[src/rtl/pipeline_hazard_ctrl.sv]
// Front-end hazard and sequencing controller for the 16-bit five-stage pipeline.
// Handles branch flushes, load-use bubbles, IF/MEM memory conflicts and external hold.
module pipeline_hazard_ctrl #(
  parameter int REG_W    = 4,
  parameter int MEM_WAIT = 2,
  parameter int CNT_W    = 16
) (
  input  logic             CLK,
  input  logic             RST,
  input  logic [REG_W-1:0] id_rs,
  input  logic             id_rs_used,
  input  logic [REG_W-1:0] id_rt,
  input  logic             id_rt_used,
  input  logic [REG_W-1:0] ex_rd,
  input  logic             ex_mem_read,
  input  logic             branch_taken,
  input  logic             mem_imem_access,
  input  logic             hold_req,
  output logic             hold_ack,
  output logic             pc_write_en,
  output logic             if_id_write_en,
  output logic             if_id_flush,
  output logic             id_ex_bubble,
  output logic [CNT_W-1:0] stall_cnt,
  output logic [CNT_W-1:0] flush_cnt
);

  typedef enum logic [1:0] {
    RUN       = 2'd0,
    MEM_STALL = 2'd1,
    HOLD      = 2'd2
  } state_t;

  localparam logic [3:0]       WAIT_INIT = 4'(MEM_WAIT - 1);
  localparam logic [CNT_W-1:0] CNT_ONE   = CNT_W'(1);
  localparam logic [CNT_W-1:0] CNT_MAX   = '1;

  state_t           state_q, state_d;
  logic [3:0]       wait_q, wait_d;
  logic [CNT_W-1:0] stall_q, stall_d;
  logic [CNT_W-1:0] flush_q, flush_d;

  logic rs_hit;
  logic rt_hit;
  logic load_use;

  // Load in EX whose destination feeds an operand read in ID.
  always_comb begin
    rs_hit   = id_rs_used && (id_rs == ex_rd);
    rt_hit   = id_rt_used && (id_rt == ex_rd);
    load_use = ex_mem_read && (rs_hit || rt_hit);
  end

  // Next-state and zero-latency pipeline controls.
  always_comb begin
    state_d        = state_q;
    wait_d         = wait_q;
    pc_write_en    = 1'b1;
    if_id_write_en = 1'b1;
    if_id_flush    = 1'b0;
    id_ex_bubble   = 1'b0;
    hold_ack       = 1'b0;
    unique case (state_q)
      RUN: begin
        if (branch_taken) begin
          // Wrong-path instruction is discarded, so nothing else matters.
          if_id_flush  = 1'b1;
          id_ex_bubble = 1'b1;
        end else if (mem_imem_access) begin
          pc_write_en    = 1'b0;
          if_id_write_en = 1'b0;
          if_id_flush    = 1'b1;
          if (MEM_WAIT > 1) begin
            state_d = MEM_STALL;
            wait_d  = WAIT_INIT;
          end
        end else begin
          if (load_use) begin
            pc_write_en    = 1'b0;
            if_id_write_en = 1'b0;
            id_ex_bubble   = 1'b1;
          end
          if (hold_req) begin
            state_d = HOLD;
          end
        end
      end
      MEM_STALL: begin
        pc_write_en    = 1'b0;
        if_id_write_en = 1'b0;
        if_id_flush    = 1'b1;
        if (branch_taken) begin
          id_ex_bubble = 1'b1;
        end
        if (wait_q <= 4'd1) begin
          state_d = RUN;
          wait_d  = 4'd0;
        end else begin
          wait_d = wait_q - 4'd1;
        end
      end
      HOLD: begin
        // EX/MEM are frozen by the holder; only hold_req is observed.
        pc_write_en    = 1'b0;
        if_id_write_en = 1'b0;
        hold_ack       = 1'b1;
        if (!hold_req) begin
          state_d = RUN;
        end
      end
      default: begin
        state_d = RUN;
        wait_d  = 4'd0;
      end
    endcase
    if (RST) begin
      pc_write_en    = 1'b0;
      if_id_write_en = 1'b0;
      if_id_flush    = 1'b1;
      id_ex_bubble   = 1'b1;
      hold_ack       = 1'b0;
    end
  end

  // Saturating statistics next values.
  always_comb begin
    stall_d = stall_q;
    flush_d = flush_q;
    if (!pc_write_en && (stall_q != CNT_MAX)) begin
      stall_d = stall_q + CNT_ONE;
    end
    if (if_id_flush && (flush_q != CNT_MAX)) begin
      flush_d = flush_q + CNT_ONE;
    end
  end

  // Sequencer state and wait counter.
  always_ff @(posedge CLK) begin
    if (RST) begin
      state_q <= RUN;
      wait_q  <= 4'd0;
    end else begin
      state_q <= state_d;
      wait_q  <= wait_d;
    end
  end

  // Statistics counters; reset cycles are not counted.
  always_ff @(posedge CLK) begin
    if (RST) begin
      stall_q <= '0;
      flush_q <= '0;
    end else begin
      stall_q <= stall_d;
      flush_q <= flush_d;
    end
  end

  assign stall_cnt = stall_q;
  assign flush_cnt = flush_q;

endmodule

[config.mk]
export PLATFORM = sky130hd
export DESIGN_NAME = pipeline_hazard_ctrl
export DESIGN_NICKNAME = d
export VERILOG_FILES = /design/src/rtl/pipeline_hazard_ctrl.sv
export SDC_FILE = /design/constraint.sdc
export NUM_CORES = 1
export LEC_CHECK = 0
export ABC_CLOCK_PERIOD_IN_PS = 4200
export BUFFER_PORTS_ARGS = -buffer_cell sky130_fd_sc_hd__buf_2
export CORE_ASPECT_RATIO = 0.8
export CORE_MARGIN = 10
export CORE_UTILIZATION = 55
export CTS_BUF_LIST = sky130_fd_sc_hd__clkbuf_8
export DETAILED_ROUTE_END_ITERATION = 8
export GPL_ROUTABILITY_DRIVEN = 1
export PLACE_DENSITY = 0.83
export SLEW_MARGIN = 15
export SYNTH_ARGS = -nofsm -noshare
export SYNTH_HDL_FRONTEND = slang
export SYNTH_SLANG_ARGS = --single-unit
[constraint.sdc]
create_clock -name CLK -period 4.2 [get_ports CLK]
set_clock_uncertainty 0.15 [all_clocks]
set_input_delay 0.42 -clock CLK [delete_from_list [all_inputs] [get_ports CLK]]
set_output_delay 0.42 -clock CLK [all_outputs]
set_load 0.05 [all_outputs]
==> results of run 1 <==
sequential cells by signal, indices dropped and copies added (netlist names):
register and cells:
flush_cnt 16, stall_cnt 16, state_q 2, wait_q 4
power groups by stage:
stage	Sequential [mW]	Clock (mW)	Combinational (mW)
after detailed placement	0.401	0	0.203
after global placement	0.400	0	0.200
after global routing	0.396	0.310	0.226
after floorplan	0.433	0	0.130
after CTS	0.393	0.295	0.205
final	0.393	0.291	0.204
worst max-delay path, delay by kind of cell, from the launching register on:
family / cells / cell delay (ns)
buf+inv: 2 / 0.47
simple gates: 3 / 0.89
fa+ha+maj: 1 / 0.32
compound gates: 1 / 0.20
flops: 1 / 0.36
cells in the final DEF, fill, tap and decap left out, types with 5 or more instances in the layout:
cell      synthesis  layout
buf_2             2      56
ha_1              7       7
or4_1             8       8
clkbuf_8          0       8
dfxtp_1          38      38
nand2_1          14      14
xor2_1           15      15
nand3_1          14      14
a21oi_1          20      20
nor2_1           37      37
o31ai_1           9       9
nand4_1           9       9
nand2b_1          5       5
and3_1            6       6
o21ai_0           6       6
xnor2_1           9       9
inv_1             8       8
logic make-up after synthesis:
kind of cell,after synthesis,share of synthesized area [%]
adders and majority gates,7,4.139
and+or+nand+nor,115,28.74
AOI/OAI and AO/OA,48,14.31
xor gates and xnor gates,24,9.935
buffers and inverters,19,4.376
DFF,38,35.96
muxes,5,2.543
through the flow:
step | area, sq um | total power [mW] | util, %
6_report | 2514 | 0.8876 | 66.97
5_1_grt | 2514 | 0.9308 | 66.97
4_1_cts | 2514 | 0.8929 | 66.97
3_5_place_dp | 2404 | 0.6042 | 64.03
3_3_place_gp | 2404 | 0.6001 | 64.03
2_1_floorplan | 2116 | 0.5633 | -
final cells by class:
class / count / area [sq um] / area share [%]
timing repair buffer: 58 / 295.3 / 11.75
clock buffer: 8 / 110.1 / 4.380
inverter: 8 / 30.03 / 1.195
sequential: 38 / 760.7 / 30.26
tap: 44 / 55.05 / 2.190
multi-input combinational: 199 / 1262 / 50.22
path summary, 6_finish.rpt:
kind              endpoint  slack [ns]
min             state_q[0]        0.33
min reg2reg      wait_q[3]        0.33
max reg2reg  stall_cnt[10]        1.44
max            pc_write_en        1.09
per-layer routing:
metal  part of all wire, %  GRT usage [%]  vias up
met5                     0              0        -
met4                   1.0          4.754        0
met3                   8.8          4.167        5
met2                    45          23.89       64
met1                    45          19.34      921
li1                      -              -     1018
==> results.json, run 1 <==
{
  "status": "finished, final reports clean",
  "wl_um": 5046,
  "grtUsageTotal_pct": 15.04,
  "crit_chain": "inv_1, ha_1, nand2b_1, nor3b_2, a22oi_1, and2_1, buf_2",
  "grt_pass1_wl_um": 8204,
  "insertedDiodeCount": 0,
  "area_growth_pct": 18.81,
  "synthDistinctLibCells": 45,
  "hold_viol_final": 0,
  "dp_hpwl_um": 3843,
  "p_clk_share_pct": 32.8,
  "slowest_delay_ns": 0.67,
  "crit_path_top_delay_cell": "and2_1",
  "drv_cap": 0,
  "tightestPinTransition_ns": 0.7809,
  "crit_path_start_kind": "flip-flop",
  "hold_ws_ns": 0.3258,
  "finalWorstSetupSlack_ns": 1.093,
  "tns_ns": 0,
  "dp_cells": 347,
  "slew_headroom_pct": 47.94,
  "synth_warnings": 0,
  "switchingPower_mw": 0.2839,
  "pin_count": 57,
  "drt_iter0_drc": 170,
  "path_class": "flip-flop to output port",
  "wire_per_inst_um": 14.21,
  "min_period_over_period_pct": 73.97,
  "cts_root_buf": "clkbuf_8",
  "seqPwrFrac_pct": 44.3,
  "worstHoldPathType": "primary input to flip-flop",
  "ys_async_sr_fraction_pct": 0,
  "dieArea_sq_um": 6743,
  "core-area_sq_um": 3754,
  "antenna_left": 0,
  "overflow": 0,
  "fin_nets": 337,
  "slew_violations": 0,
  "die_y_um": 75.48,
  "setup_viol": 0,
  "portBuffers": 56,
  "viasPerCell": 5.656,
  "switching_share_pct": 31.98,
  "ir_worst_vdd_mv": 0.2154,
  "drive_gt1_share_pct": 23.47,
  "comb_power_share_pct": 23.0,
  "nFillCells": 319,
  "cts.clk_slew.worst_paths_ns": 0.07,
  "grt_setup_unrepaired": "false",
  "fin_crit_ns": 3.107,
  "synth_most_common_cell": "dfxtp_1",
  "first_global_vias": 1784,
  "synth_seq_cells": 38,
  "path_max_fanout": 27,
  "synth_top_cell_area_share_pct": 35.96,
  "start_util_pct": 56.37,
  "routed-via-count": 2008,
  "postCtsSetupBuffers": 0,
  "dpl_worst_slack_ns": 1.434,
  "antenna_found_initial": 0,
  "p_leak_nw": 1.049,
  "drc": 0,
  "cts-resized-gates": 0,
  "synth.avg_cell_area_sq_um": 8.265,
  "cts_tree": "yes",
  "grt_max_degree": 28,
  "reg2regPathDepth": 8,
  "crit_start": "state_q[0]",
  "synth_ff_type": "dfxtp_1",
  "cts_buffers": 5,
  "fin_cells": 355,
  "cp-end-kind": "output port",
  "arrival_ns": 2.54,
  "p_per_area_nw_per_um2": 353.1,
  "synth_edf_count": 0,
  "die_w_um": 89.35,
  "htree_levels": 2,
  "gp_congestion": 0.8091,
  "synth_commonest_cells": "dfxtp_1, nor2_1, a21oi_1",
  "worst-endpoint-required_ns": 3.63,
  "timing.fmax_mhz": 321.9,
  "hold_depth": 3,
  "reg2reg_from": "state_q[0]",
  "p_int_mw": 0.6037,
  "hold_buffers": 0,
  "hold_path_startpoint": "mem_imem_access",
  "insertion_delay_ns": 0.29,
  "syn_nets": 283,
  "synthCells": 256,
  "firstDrtPassIters": 4,
  "rows": 20,
  "synthesis.area_sq_um": 2116,
  "synth_top_cell_by_area": "dfxtp_1",
  "cts_num_sinks": 38,
  "synth_area_leaders": "dfxtp_1, nor2_1, xor2_1, a21oi_1, ha_1",
  "ys_seq_area_share_pct": 35.96,
  "cts_buffer_depth": 2
}
Note: power is estimated with default switching activity, not from simulation.
==> run 2, diff against run 1 <==
- ABC_CLOCK_PERIOD_IN_PS: 4200 -> 2880
- CORE_UTILIZATION: 55 -> 54
- PLACE_DENSITY: 0.83 -> 0.82
- clock period: 4.2 -> 2.88 ns (I/O delays scaled with it)
==> run 2 against run 1 <==
Non-clock buffer count increased by 2. First-iteration DRC count decreased by 11%. Combinational power increased by 50%. Clock power increased by 15%. Cell count increased by 3.4%. Count of clock-buffer cells in the layout decreased by 3. Worst hold slack got worse by 0.12 ns. Register-to-register slack got worse by 0.91 ns. Via count decreased by 0.65%. Critical path depth increased by 1. Die area increased by 1.4%.
==> results.json, run 2 (same netlist as run 1, synthesis figures left out) <==
{
  "rows": 20,
  "r2r_end": "stall_cnt[15]",
  "antenna_left": 0,
  "tightestPinTransition_ns": 0.5996,
  "r2r_slack_ns": 0.53,
  "grt_setup_unrepaired": "false",
  "cp-end-kind": "output port",
  "reg2reg_from": "state_q[0]",
  "htree_levels": 2,
  "fin_nets": 339,
  "antenna_found_initial": 0,
  "crit_path_start_kind": "flip-flop",
  "final_common_cell": "buf_2",
  "start_util_pct": 55.99,
  "setup_viol": 0,
  "pin_count": 57,
  "cts_buffers": 5,
  "hold_depth": 3,
  "timing.fmax_mhz": 399.6,
  "path_max_fanout": 22,
  "drt_iter0_drc": 151,
  "switchingPower_mw": 0.4112,
  "seqPwrFrac_pct": 47.1,
  "viasPerCell": 5.436,
  "slew_headroom_pct": 59.67,
  "fin_cells": 367,
  "worst-endpoint-required_ns": 2.44,
  "portBuffers": 56,
  "multi_input_area_sq_um": 1264,
  "reg2regPathDepth": 9,
  "die_y_um": 75.99,
  "dp_hpwl_um": 3855,
  "gp_congestion": 0.8336,
  "p_leak_nw": 1.049,
  "ir_worst_vdd_mv": 0.3177,
  "dp_cells": 360,
  "drive_gt1_share_pct": 23.40,
  "slew_violations": 0,
  "comb_power_share_pct": 25.3,
  "final_util_pct": 66.42,
  "cp_num_buf_inv": 3,
  "grt_max_degree": 45,
  "insertedDiodeCount": 0,
  "overflow": 0,
  "seq_area_sq_um": 760.7,
  "hold_path_startpoint": "hold_req",
  "area_growth_pct": 18.63,
  "firstDrtPassIters": 4,
  "placed_area_sq_um": 2432,
  "p_clk_share_pct": 27.6,
  "switching_share_pct": 33.83,
  "cp_top_family": "simple AND/OR/NAND/NOR gates",
  "nFillCells": 315,
  "insertion_delay_ns": 0.29,
  "status": "finished, final reports clean",
  "arrival_ns": 2.06,
  "postCtsSetupBuffers": 0,
  "die_w_um": 89.99,
  "hold_viol_final": 0,
  "wire_per_inst_um": 13.97,
  "path_class": "flip-flop to output port",
  "crit_path_top_delay_cell": "and2_2",
  "first_global_vias": 1767,
  "tns_ns": 0,
  "drv_cap": 0,
  "cts_num_sinks": 38,
  "fin_crit_ns": 2.502,
  "p_int_mw": 0.8042,
  "core-area_sq_um": 3779,
  "slowest_delay_ns": 0.37,
  "cts_buffer_depth": 2,
  "crit_chain": "inv_1, ha_1, buf_4, nor2_1, a21oi_1, nor2_1, and2_2, buf_2",
  "whs_endpoint": "state_q[1]",
  "drc": 0,
  "final_cell_mix": "buf_2, dfxtp_1, nor2_1",
  "worstHoldPathType": "primary input to flip-flop",
  "min_period_over_period_pct": 86.88,
  "wl_um": 5128,
  "crit_path_frequent_cell": "nor2_1",
  "final_cell_area_sq_um": 2510,
  "grtUsageTotal_pct": 14.43,
  "p_per_area_nw_per_um2": 484.2,
  "cts_tree": "yes",
  "hold_ws_ns": 0.2032,
  "routed-via-count": 1995,
  "cts.clk_slew.worst_paths_ns": 0.07,
  "cts_root_buf": "clkbuf_8",
  "dieArea_sq_um": 6838,
  "grt_pass1_wl_um": 8535
}
[run 2: metrics by stage]
step           power, mW  setup WS, ns
2_1_floorplan     0.8215        0.5223
3_3_place_gp      0.8805        0.5014
3_5_place_dp      0.8887        0.4548
4_1_cts            1.221        0.1504
5_1_grt            1.275        0.2056
6_report           1.215        0.3777
[run 2: how the worst max path moves through the flow]
stage,startpoint,depth (start not counted),slack (ns),end
final,state_q[0],8,0.38,if_id_write_en
after global routing,state_q[0],8,0.21,if_id_write_en
after global placement,state_q[0],9,0.50,stall_cnt[4]
after detailed placement,state_q[0],9,0.45,stall_cnt[15]
after floorplan,state_q[0],11,0.52,pc_write_en
after CTS,state_q[0],8,0.15,if_id_write_en
[run 2: power groups by stage]
stage / registers [mW] / logic [mW] / clock network (mW)
finish: 0.573 / 0.307 / 0.336
global route: 0.576 / 0.337 / 0.362
CTS: 0.572 / 0.307 / 0.342
detailed placement: 0.584 / 0.305 / 0
global placement: 0.583 / 0.298 / 0
floorplan: 0.632 / 0.190 / 0
[run 2: layer usage]
metal / GRT usage, % / share of wire [%] / vias to the layer above
li1: - / - / 1023
met1: 19.60 / 48 / 901
met2: 21.01 / 43 / 67
met3: 5.315 / 7.8 / 4
met4: 3.333 / 0.78 / 0
met5: 0 / 0 / -
[run 2: area by class of cell]
cell class,count,share of cell area (%)
timing repair buffer,60,12.36
multi-input combinational,199,50.35
sequential,38,30.31
tap,55,2.742
clock inverter,2,0.2991
inverter,8,1.196
clock buffer,5,2.742
[run 2: tightest hold or removal path: stages]
cell and delay [ns]:
buf_2 0.12, a21oi_1 0.13, a211oi_1 0.06
[run 2: timing repair]
item                                    CTS  global route
endpoints found under the setup margin    0             2
hold buffers                              0             0
resized for setup                         0             1
==> run 3, diff against run 2 <==
- CORE_UTILIZATION: 54 -> 45
- PLACE_DENSITY: 0.82 -> 0.7
==> run 3 against run 2 <==
Combinational power is essentially flat. Power grew 1.3%. Critical path depth is the same.
==> results.json, run 3 (same netlist as run 1, synthesis figures left out) <==
{
  "status": "finished, final reports clean",
  "cts_buffers": 5,
  "p_leak_nw": 1.045,
  "grt_setup_unrepaired": "false",
  "die_y_um": 81.33,
  "fin_nets": 339,
  "dp_hpwl_um": 3971,
  "hold_ws_ns": 0.1973,
  "crit_path_top_delay_cell": "dfxtp_1",
  "drt_iter0_drc": 104,
  "pin_count": 57,
  "cts_buffer_depth": 2,
  "cp_num_cells": 8,
  "grtUsageTotal_pct": 13.18,
  "core-area_sq_um": 4569,
  "dp_cells": 365,
  "path_class": "flip-flop to output port",
  "drive_gt1_share_pct": 23.79,
  "use_met2_pct": 19.87,
  "wl_um": 5173,
  "insertion_delay_ns": 0.28,
  "viasPerCell": 5.302,
  "slew_headroom_pct": 57.98,
  "cts.clk_slew.worst_paths_ns": 0.07,
  "timing.fmax_mhz": 403.9,
  "dieArea_sq_um": 7861,
  "slowest_delay_ns": 0.36,
  "final_cell_mix": "buf_2, dfxtp_1, nor2_1",
  "first_global_vias": 1791,
  "reg2regPathDepth": 9,
  "use_met3_pct": 3.223,
  "tns_ns": 0,
  "routed-via-count": 1967,
  "rows": 22,
  "seq_area_sq_um": 760.7,
  "worstHoldPathType": "primary input to flip-flop",
  "cp-end-kind": "output port",
  "htree_levels": 2,
  "area_growth_pct": 19.22,
  "p_per_area_nw_per_um2": 488.3,
  "drc": 0,
  "firstDrtPassIters": 4,
  "fin_cells": 371,
  "grt_max_degree": 45,
  "grtUsageMet1_pct": 18.05,
  "placed_area_sq_um": 2439,
  "multi_input_area_sq_um": 1264,
  "setup_viol": 0,
  "tightestPinTransition_ns": 0.6246,
  "path_max_fanout": 21,
  "final_common_cell": "buf_2",
  "antenna_found_initial": 0,
  "wire_per_inst_um": 13.94,
  "die_w_um": 96.66,
  "nFillCells": 441,
  "fin_crit_ns": 2.476,
  "ir_worst_vdd_mv": 0.2472,
  "overflow": 0,
  "insertedDiodeCount": 0,
  "final_util_pct": 55.20,
  "cp_num_buf_inv": 3,
  "arrival_ns": 2.04,
  "final_cell_area_sq_um": 2522,
  "gp_congestion": 0.7965,
  "slew_violations": 0,
  "cts_tree": "yes",
  "crit_path_start_kind": "flip-flop",
  "min_period_over_period_pct": 85.98,
  "antenna_left": 0,
  "hold_depth": 3,
  "top_usage_layer": "met2",
  "crit_path_frequent_cell": "nor2_1",
  "grt_pass1_wl_um": 8811,
  "cts_root_buf": "clkbuf_8",
  "cp_top_family": "buffers and inverters",
  "hold_viol_final": 0,
  "worst-endpoint-required_ns": 2.44,
  "drv_cap": 0,
  "cts_num_sinks": 38,
  "start_util_pct": 46.30,
  "crit_chain": "inv_1, ha_1, buf_4, nor2_1, a21oi_1, nor2_1, and2_2, buf_2",
  "postCtsSetupBuffers": 0,
  "portBuffers": 56
}
run 3: cell count changes in the layout (fill, tap and decap cells not counted), sizes merged:
cell / change
clkbuf: +1
inv: -2
run 3: power by group:
part	internal (mW)	leakage [nW]	total (mW)	switching [mW]
clock	0.185	0.0431	0.356	0.171
sequential	0.548	0.308	0.572	0.0239
combinational	0.0969	0.694	0.304	0.207
run 3: area by class of cell:
cell class | count | area share [%]
Sequential cell | 38 | 30.16
Multi-Input combinational cell | 199 | 50.10
Inverter | 8 | 1.190
Tap cell | 60 | 2.976
Clock buffer | 6 | 3.274
Timing Repair Buffer | 60 | 12.30
run 3: worst min-delay path: stages:
cell,delay (ns)
buf_2,0.13
nand2b_1,0.11
a211oi_1,0.06
run 3: worst paths after layout:
kind	slack, ns	endpoint	start
max	0.40	if_id_write_en	state_q[0]
min	0.20	state_q[1]	mem_imem_access
max reg2reg	0.53	stall_cnt[3]	state_q[0]
min reg2reg	0.33	wait_q[3]	wait_q[3]
run 3: what timing repair did:
action	in CTS	in global routing
endpoints found under the setup margin	0	2
resized for setup	0	1
hold buffers	0	0
run 3: metrics by stage:
step / power [mW] / setup slack (ns)
after global placement: 0.8831 / 0.4974
after detailed placement: 0.8888 / 0.3965
after floorplan: 0.8215 / 0.5223
after CTS: 1.247 / 0.1670
final: 1.232 / 0.4039
after global routing: 1.308 / 0.2106
run 3: layer usage:
layer / vias up / routed length (um)
li1: 1020 / -
met1: 885 / 2627
met2: 58 / 2242
met3: 4 / 267
met4: 0 / 35
met5: - / 0
